### config.mk
export PLATFORM = sky130hd
export DESIGN_NAME = round_result_collector
export DESIGN_NICKNAME = d
export VERILOG_FILES = /design/src/rtl/round_result_collector.sv
export SDC_FILE = /design/constraint.sdc
export NUM_CORES = 1
export LEC_CHECK = 0
export CAP_MARGIN = 20
export CORE_MARGIN = 2
export CORE_UTILIZATION = 40
export CTS_CLUSTER_SIZE = 14
export DETAILED_ROUTE_END_ITERATION = 7
export HOLD_SLACK_MARGIN = 0.05
export PLACE_DENSITY_LB_ADDON = 0.08
export SETUP_SLACK_MARGIN = 0.02
export SYNTH_ARGS = -nofsm -noshare
export SYNTH_HDL_FRONTEND = slang
export SYNTH_SLANG_ARGS = --single-unit
### constraint.sdc
create_clock -name i_clk -period 3.7 [get_ports i_clk]
set_input_delay 0.74 -clock i_clk [delete_from_list [all_inputs] [get_ports i_clk]]
set_output_delay 0.74 -clock i_clk [all_outputs]
set_load 0.01 [all_outputs]
### src/rtl/round_result_collector.sv
// round_result_collector
//   Counts the enabled rounds of one cipher run, captures the settled 32-bit
//   result and streams it MSB byte first over a valid/ready byte interface.
//   A run whose length differs from ROUNDS (or a new run that starts while a
//   result is still draining) raises a sticky error flag.
//   Optional feature macro: ROUND_COLLECTOR_PARITY_EN adds o_out_par, the even
//   parity of o_out_byte, registered together with the byte.
module round_result_collector #(
    parameter int ROUNDS = 32,
    parameter int CNT_W  = 6
) (
    input  logic       i_clk,
    input  logic       i_rst,
    input  logic       i_global_en,
    input  logic       i_en,
    input  logic [7:0] i_in_1,
    input  logic [7:0] i_in_2,
    input  logic [7:0] i_in_3,
    input  logic [7:0] i_in_4,
    output logic [7:0] o_out_byte,
    output logic       o_out_valid,
    input  logic       i_out_ready,
    output logic       o_busy,
    output logic       o_done,
    output logic       o_err
`ifdef ROUND_COLLECTOR_PARITY_EN
    ,
    output logic       o_out_par
`endif
);

    typedef enum logic [1:0] {
        IDLE  = 2'd0,
        RUN   = 2'd1,
        DRAIN = 2'd2
    } state_t;

    localparam logic [CNT_W-1:0] CNT_MAX    = '1;
    localparam logic [CNT_W-1:0] CNT_ONE    = CNT_W'(1);
    localparam logic [CNT_W-1:0] ROUNDS_CNT = CNT_W'(ROUNDS);

    state_t           r_state;
    logic [CNT_W-1:0] r_cnt;
    logic [31:0]      r_res;
    logic [1:0]       r_idx;
    logic             r_en_d;
    logic             r_global_en_d;
    logic [7:0]       r_out_byte;
    logic             r_out_valid;
    logic             r_done;
    logic             r_err;

    logic             w_load;
    logic [7:0]       w_byte_next;
    logic [1:0]       w_idx_next;
    logic             w_en_rise;
    logic             w_accept;

    assign w_en_rise  = i_en && !r_en_d;
    assign w_accept   = r_out_valid && i_out_ready;
    assign w_idx_next = r_idx + 2'd1;

    // Decide when the output byte register takes a new value and which value:
    // the first byte comes straight from IN_1 on the run-ending edge, later
    // bytes come from the captured result as each byte is accepted.
    always_comb begin
        w_load      = 1'b0;
        w_byte_next = r_out_byte;
        if (i_global_en) begin
            if (r_state == RUN && !i_en && r_cnt == ROUNDS_CNT) begin
                w_load      = 1'b1;
                w_byte_next = i_in_1;
            end else if (r_state == DRAIN && w_accept && r_idx != 2'd3) begin
                w_load = 1'b1;
                case (w_idx_next)
                    2'd1:    w_byte_next = r_res[23:16];
                    2'd2:    w_byte_next = r_res[15:8];
                    default: w_byte_next = r_res[7:0];
                endcase
            end
        end
    end

    // Main controller: round counting, result capture, drain handshake,
    // abort on GLOBAL_EN low and sticky error handling.
    always_ff @(posedge i_clk or posedge i_rst) begin
        if (i_rst) begin
            r_state       <= IDLE;
            r_cnt         <= '0;
            r_res         <= '0;
            r_idx         <= 2'd0;
            r_en_d        <= 1'b0;
            r_global_en_d <= 1'b0;
            r_out_byte    <= 8'd0;
            r_out_valid   <= 1'b0;
            r_done        <= 1'b0;
            r_err         <= 1'b0;
        end else begin
            r_en_d        <= i_en;
            r_global_en_d <= i_global_en;
            r_done        <= 1'b0;
            if (w_load) begin
                r_out_byte <= w_byte_next;
            end
            if (!i_global_en) begin
                // Abort: drop everything except the sticky error.
                r_state     <= IDLE;
                r_out_valid <= 1'b0;
                r_cnt       <= '0;
                r_idx       <= 2'd0;
            end else begin
                // A fresh GLOBAL_EN rising edge starts with a clean error flag;
                // assignments further down may still set it on the same edge.
                if (!r_global_en_d) begin
                    r_err <= 1'b0;
                end
                case (r_state)
                    IDLE: begin
                        if (w_en_rise) begin
                            r_state <= RUN;
                            r_cnt   <= CNT_ONE;
                        end
                    end
                    RUN: begin
                        r_res <= {i_in_1, i_in_2, i_in_3, i_in_4};
                        if (i_en) begin
                            if (r_cnt != CNT_MAX) begin
                                r_cnt <= r_cnt + CNT_ONE;
                            end
                        end else if (r_cnt == ROUNDS_CNT) begin
                            r_state     <= DRAIN;
                            r_idx       <= 2'd0;
                            r_out_valid <= 1'b1;
                        end else begin
                            r_err   <= 1'b1;
                            r_state <= IDLE;
                            r_cnt   <= '0;
                        end
                    end
                    DRAIN: begin
                        // A new run while draining is an overrun; it is not started.
                        if (w_en_rise) begin
                            r_err <= 1'b1;
                        end
                        if (w_accept) begin
                            if (r_idx == 2'd3) begin
                                r_out_valid <= 1'b0;
                                r_done      <= 1'b1;
                                r_state     <= IDLE;
                                r_cnt       <= '0;
                                r_idx       <= 2'd0;
                            end else begin
                                r_idx <= w_idx_next;
                            end
                        end
                    end
                    default: begin
                        r_state <= IDLE;
                    end
                endcase
            end
        end
    end

`ifdef ROUND_COLLECTOR_PARITY_EN
    logic r_out_par;

    // Parity is registered with the byte so it holds under backpressure too.
    always_ff @(posedge i_clk or posedge i_rst) begin
        if (i_rst) begin
            r_out_par <= 1'b0;
        end else if (w_load) begin
            r_out_par <= ^w_byte_next;
        end
    end

    assign o_out_par = r_out_par;
`endif

    assign o_out_byte  = r_out_byte;
    assign o_out_valid = r_out_valid;
    assign o_busy      = (r_state != IDLE);
    assign o_done      = r_done;
    assign o_err       = r_err;

endmodule

; Word level (Yosys, flattened, before mapping)
; Cells that the tools add are included.
[op_classes]
add_sub_neg = 2
n_eq_ne = 17
n_mux = 42
reduce_logical = 17
[op_table]
columns = op, n
row1 = $mux 6, 7
row2 = $mux 2, 11
row3 = $pmux 6 s3, 1
row4 = $mux 1, 16
row5 = $mux 8, 2
row6 = $pmux 8 s2, 1
row7 = $ne 3x3->1 const B, 3
row8 = $reduce_and 4->1, 2
row9 = $add 6x1->6 const B, 1
row10 = $eq 2x2->1 const B, 3
row11 = $eq 6x6->1 const B, 1
row12 = $logic_and 1x1->1, 6
row13 = $ne 3x2->1 const B, 2
row14 = $ne 6x6->1 const B, 1
row15 = $pmux 2 s3, 1
row16 = $reduce_and 6->1, 1
row17 = $reduce_and 5->1, 1
row18 = $eq 2x1->1 const B, 2
row19 = $ne 4x1->1 const B, 1
row20 = $ne 4x3->1 const B, 1
row21 = $ne 4x4->1 const B, 1
row22 = $pmux 1 s2, 2
row23 = $pmux 2 s2, 1
row24 = $reduce_bool 2->1, 2
row25 = 7 further kinds, 8
[word_totals]
regBits = 47
inputBits = 37
output_inout_bits = 12
wordCells = 88

; Depth between registers and ports, before layout
[logic_depth]
ltp_word = 7
depth_mapped = 9
mapped_depth_nobuf = 7

; Worst setup path after synthesis
; No wires, ideal clock.
[synth_timing]
kind = input -> register
start = in i_en
end = reg r_idx[0]
setup_time_ns = 0.078
t_arrival_ns = 2.412
required_time_ns = 3.622
setup_slack_ns = 1.210
path_stages = 6
path_buffers = 1
path_cell_list = buf_2 or4_1 or2_1 a211o_1 or4b_1 a21boi_1
[synth_between]
elab_chain_len = 2
[synth_lines]
columns = item, line_no
row1 = start: declaration, 15  ; input logic i_en,
row2 = $ne 3x3->1 (no line), -
row3 = $reduce_and 4->1 (no line), -
row4 = end signal: assignment, 153  ; r_idx <= w_idx_next;
row5 = end: declaration, 45  ; logic [1:0] r_idx;
; No other way between the ends.
; A chain may end at the register's enable or synchronous reset.

; Worst setup path after layout
[layout_timing]
start = in i_en
end = reg r_out_byte[4], in the netlist o_out_byte[4]
[layout_between]
elab_chain_len = 6
word_cells_on_any_way = 8
classes_between = 3 x mux / 5 x reduce/logical
[layout_lines]
columns = item, line_no
row1 = $logic_not 1->1 (*), 70  ; if (r_state == RUN && !i_en && r_cnt == ROUNDS_CNT) begin
row2 = $logic_and 1x1->1 (*) (2 in series), 70
row3 = $mux 1, 70
row4 = $mux 1, 69  ; if (i_global_en) begin
row5 = $reduce_and 3->1 (no line), -
row6 = end signal: assignment, 103  ; r_out_byte <= w_byte_next;
row7 = end: declaration, 48  ; logic [7:0] r_out_byte;
; Every way passes the cells marked *; elsewhere a longest branch is shown, timed or not.

==> out/qor.yml <==
vias_per_cell: 5.18
power_frac_comb_pct: 30.0
port_buffers: 48
holdBufCountCts: 0
drive_gt1_share_pct: 15.1
synth_top_area_share_pct: 50.2
finalHoldViolations: 0
cts_setup_buffers: 0
nets: 315
die_w_um: 80.5
required_ps: 3920
finalWeightedCongestion: 0.838
die_height_um: 80.5
final_core_util_pct: 53.7
setup_tns_ps: 0
finClkSkew_ps: 7.44
netlist_area_sq_mm: 0.00234
cts_tree: "built"
die_area_sq_mm: 0.00649
startpoint_type: "primary input"
drv_cap: 0
grt_use_total_pct: 17.4
synth-edff-count: 0
status: "complete, no violations"
power.density_mw_per_mm2: 503
start_util_pct: 42.0
dpl.hpwl_um: 3650
drv_slew: 0
first_iter_violations: 83
seq_power_share_pct: 49.3
path_cells: "clkdlybuf4s50_1 > or4_1 > or3_2 > a21boi_4 > o211ai_1 > o21ai_0"
ctsHtreeMaxLevel: 2
antenna_cells: 0
cpPeakStageDelay_ps: 620
cts_sinks: 47
crit_type: "primary input to register"
yosys_warnings: 0
syn2layout_area_growth_pct: 27.7
peakVddDrop_mv: 0.285
endpoint_kind: "register"
cpLargestDelayFamily: "simple AND/OR/NAND/NOR gates"
synth_cell_type_count: 38
synth_flop_cell: "dfrtp_1"
syn_inst: 222
synth_seq_area_share_pct: 50.2
antenna_found_initial: 0
cp_max_fo: 18
tightest_slew_ps: 563
num_io_pins: 49
worstSkewPairLatency_ps: 300
p_switching_uw: 458
worstPathArrival_ps: 3040
synthArstFlopShare_pct: 100
pwr-share-clk_pct: 20.8
grt-ovfl-total: 0
drc_errors: 0
synth_most_common_cell: "dfrtp_1"
routedWlPerCell_um: 15.0
drt-total-wl_um: 5130
core.rowCount: 27
yosysTopAreaCell: "dfrtp_1"
post_cts_resized: 0
core_area_sq_mm: 0.00557
ant_nets: 0
min_period_ps: 2820
relSlewSlack_pct: 62.5
grt_pass1_wl_um: 8580
rsz0062_at_grt: "no"
grt_pass1_vias: 1732
path_clk_slew_ps: 80
fill_cells: 523
path_buf_inv: 1
clockBufferDepth: 2
crit_path_top_delay_cell: "or3_2"
max_freq_mhz: 355
syn_avg_cell_area_sq_um: 10.6
dr.pass1.iters: 4
p_int_mw: 1.05
swShare_pct: 30.4
cts_buffers: 5
synth_nets: 267
synthTopCellsByCount: "47 x dfrtp_1, 25 x mux2_2, 23 x nand2_1"
cts-root-buf: "clkbuf_8"
worstHoldPathType: "register to register"
leakage_nw: 1.31
ys_ff_latch: 47
via_count: 1777
setup-violations-final: 0
grt_max_degree: 48
period_share_pct: 76.2
yosys-top-cells-area: "dfrtp_1 50%, mux2_2 12%, ha_1 4.3%"
==> flip-flops by register name, summed over array words and instances, names as in the netlist <==
register	cells
o_done	1
o_err	1
o_out_byte	8
o_out_valid	1
r_cnt	6
r_en_d	1
r_global_en_d	1
r_idx	2
r_res	24
r_state	2
==> final timing paths <==
check	start	end	slack (ps)	depth (start not counted)
setup / recovery	i_en	o_out_byte[4]	880	6
hold reg to reg	o_err	o_err	500	1
min in group asynchronous	i_rst	o_done	720	2
max in group asynchronous	i_rst	r_res[1]	2500	3
setup reg to reg	r_cnt[2]	o_out_byte[4]	1390	5
hold / removal	o_err	o_err	500	1
==> layout make-up <==
| type | count | area (sq um) | area share [%] |
|---|---|---|---|
| Sequential cell | 47 | 1180 | 39.3 |
| Multi-Input combinational cell | 147 | 1060 | 35.4 |
| Timing Repair Buffer | 50 | 508 | 17.0 |
| Tap cell | 72 | 90.1 | 3.01 |
| Inverter | 19 | 71.3 | 2.38 |
| Clock buffer | 5 | 68.8 | 2.30 |
| Clock inverter | 3 | 18.8 | 0.627 |
==> through the flow <==
stage,setup WS [ps],instances,area [sq um],power [mW],hold slack [ps]
after global routing,705,343,2990,1.60,529
after detailed placement,570,334,2880,1.20,487
final,880,343,2990,1.50,501
after floorplan,1210,222,2340,1.04,476
after global placement,617,334,2880,1.19,485
after CTS,889,342,2970,1.51,507
==> layout by cell type (no fill, tap or decap), types with 2 or more instances in the layout <==
cell and n:
a21oi_1 4, dfrtp_1 47, nand2_1 23, nor2b_1 2, a22oi_1 8, nand3_1 14
mux2_2 25, inv_1 18, clkinv_2 2, nor2_1 3, a211o_1 2, nand2b_1 2
clkbuf_8 5, o31ai_1 2, and2_1 4, mux2i_1 2, ha_1 8, clkdlybuf4s50_1 48
o21ai_0 18, o211ai_1 8, o22ai_1 2, and3_1 3, nand3b_1 2
==> power by group through the flow <==
stage          registers, mW  clock network (mW)  logic (mW)
2_1_floorplan          0.732                   0       0.306
3_5_place_dp           0.752                   0       0.446
5_1_grt                0.759               0.340       0.501
6_report               0.741               0.312       0.451
3_3_place_gp           0.747                   0       0.441
4_1_cts                0.741               0.325       0.449
==> logic make-up (layout without fill, tap and decap cells) <==
group	Yosys count	count (layout)	synth area share (%)
compound gates	50	50	14.4
fa+ha+maj	8	8	4.27
buf+inv	28	77	4.64
flops	47	47	50.2
mux	27	27	12.9
simple gates	62	62	13.7
==> routing by layer <==
layer  global-route usage, %  vias to the layer above  routed length (um)
met1                    25.9                      840                2620
met2                    25.3                       51                2190
met4                    5.59                        0                  59
met3                    3.48                        7                 265
met5                       0                        -                   0
li1                        -                      879                   -
No activity file was read; power rests on OpenSTA's default activity.
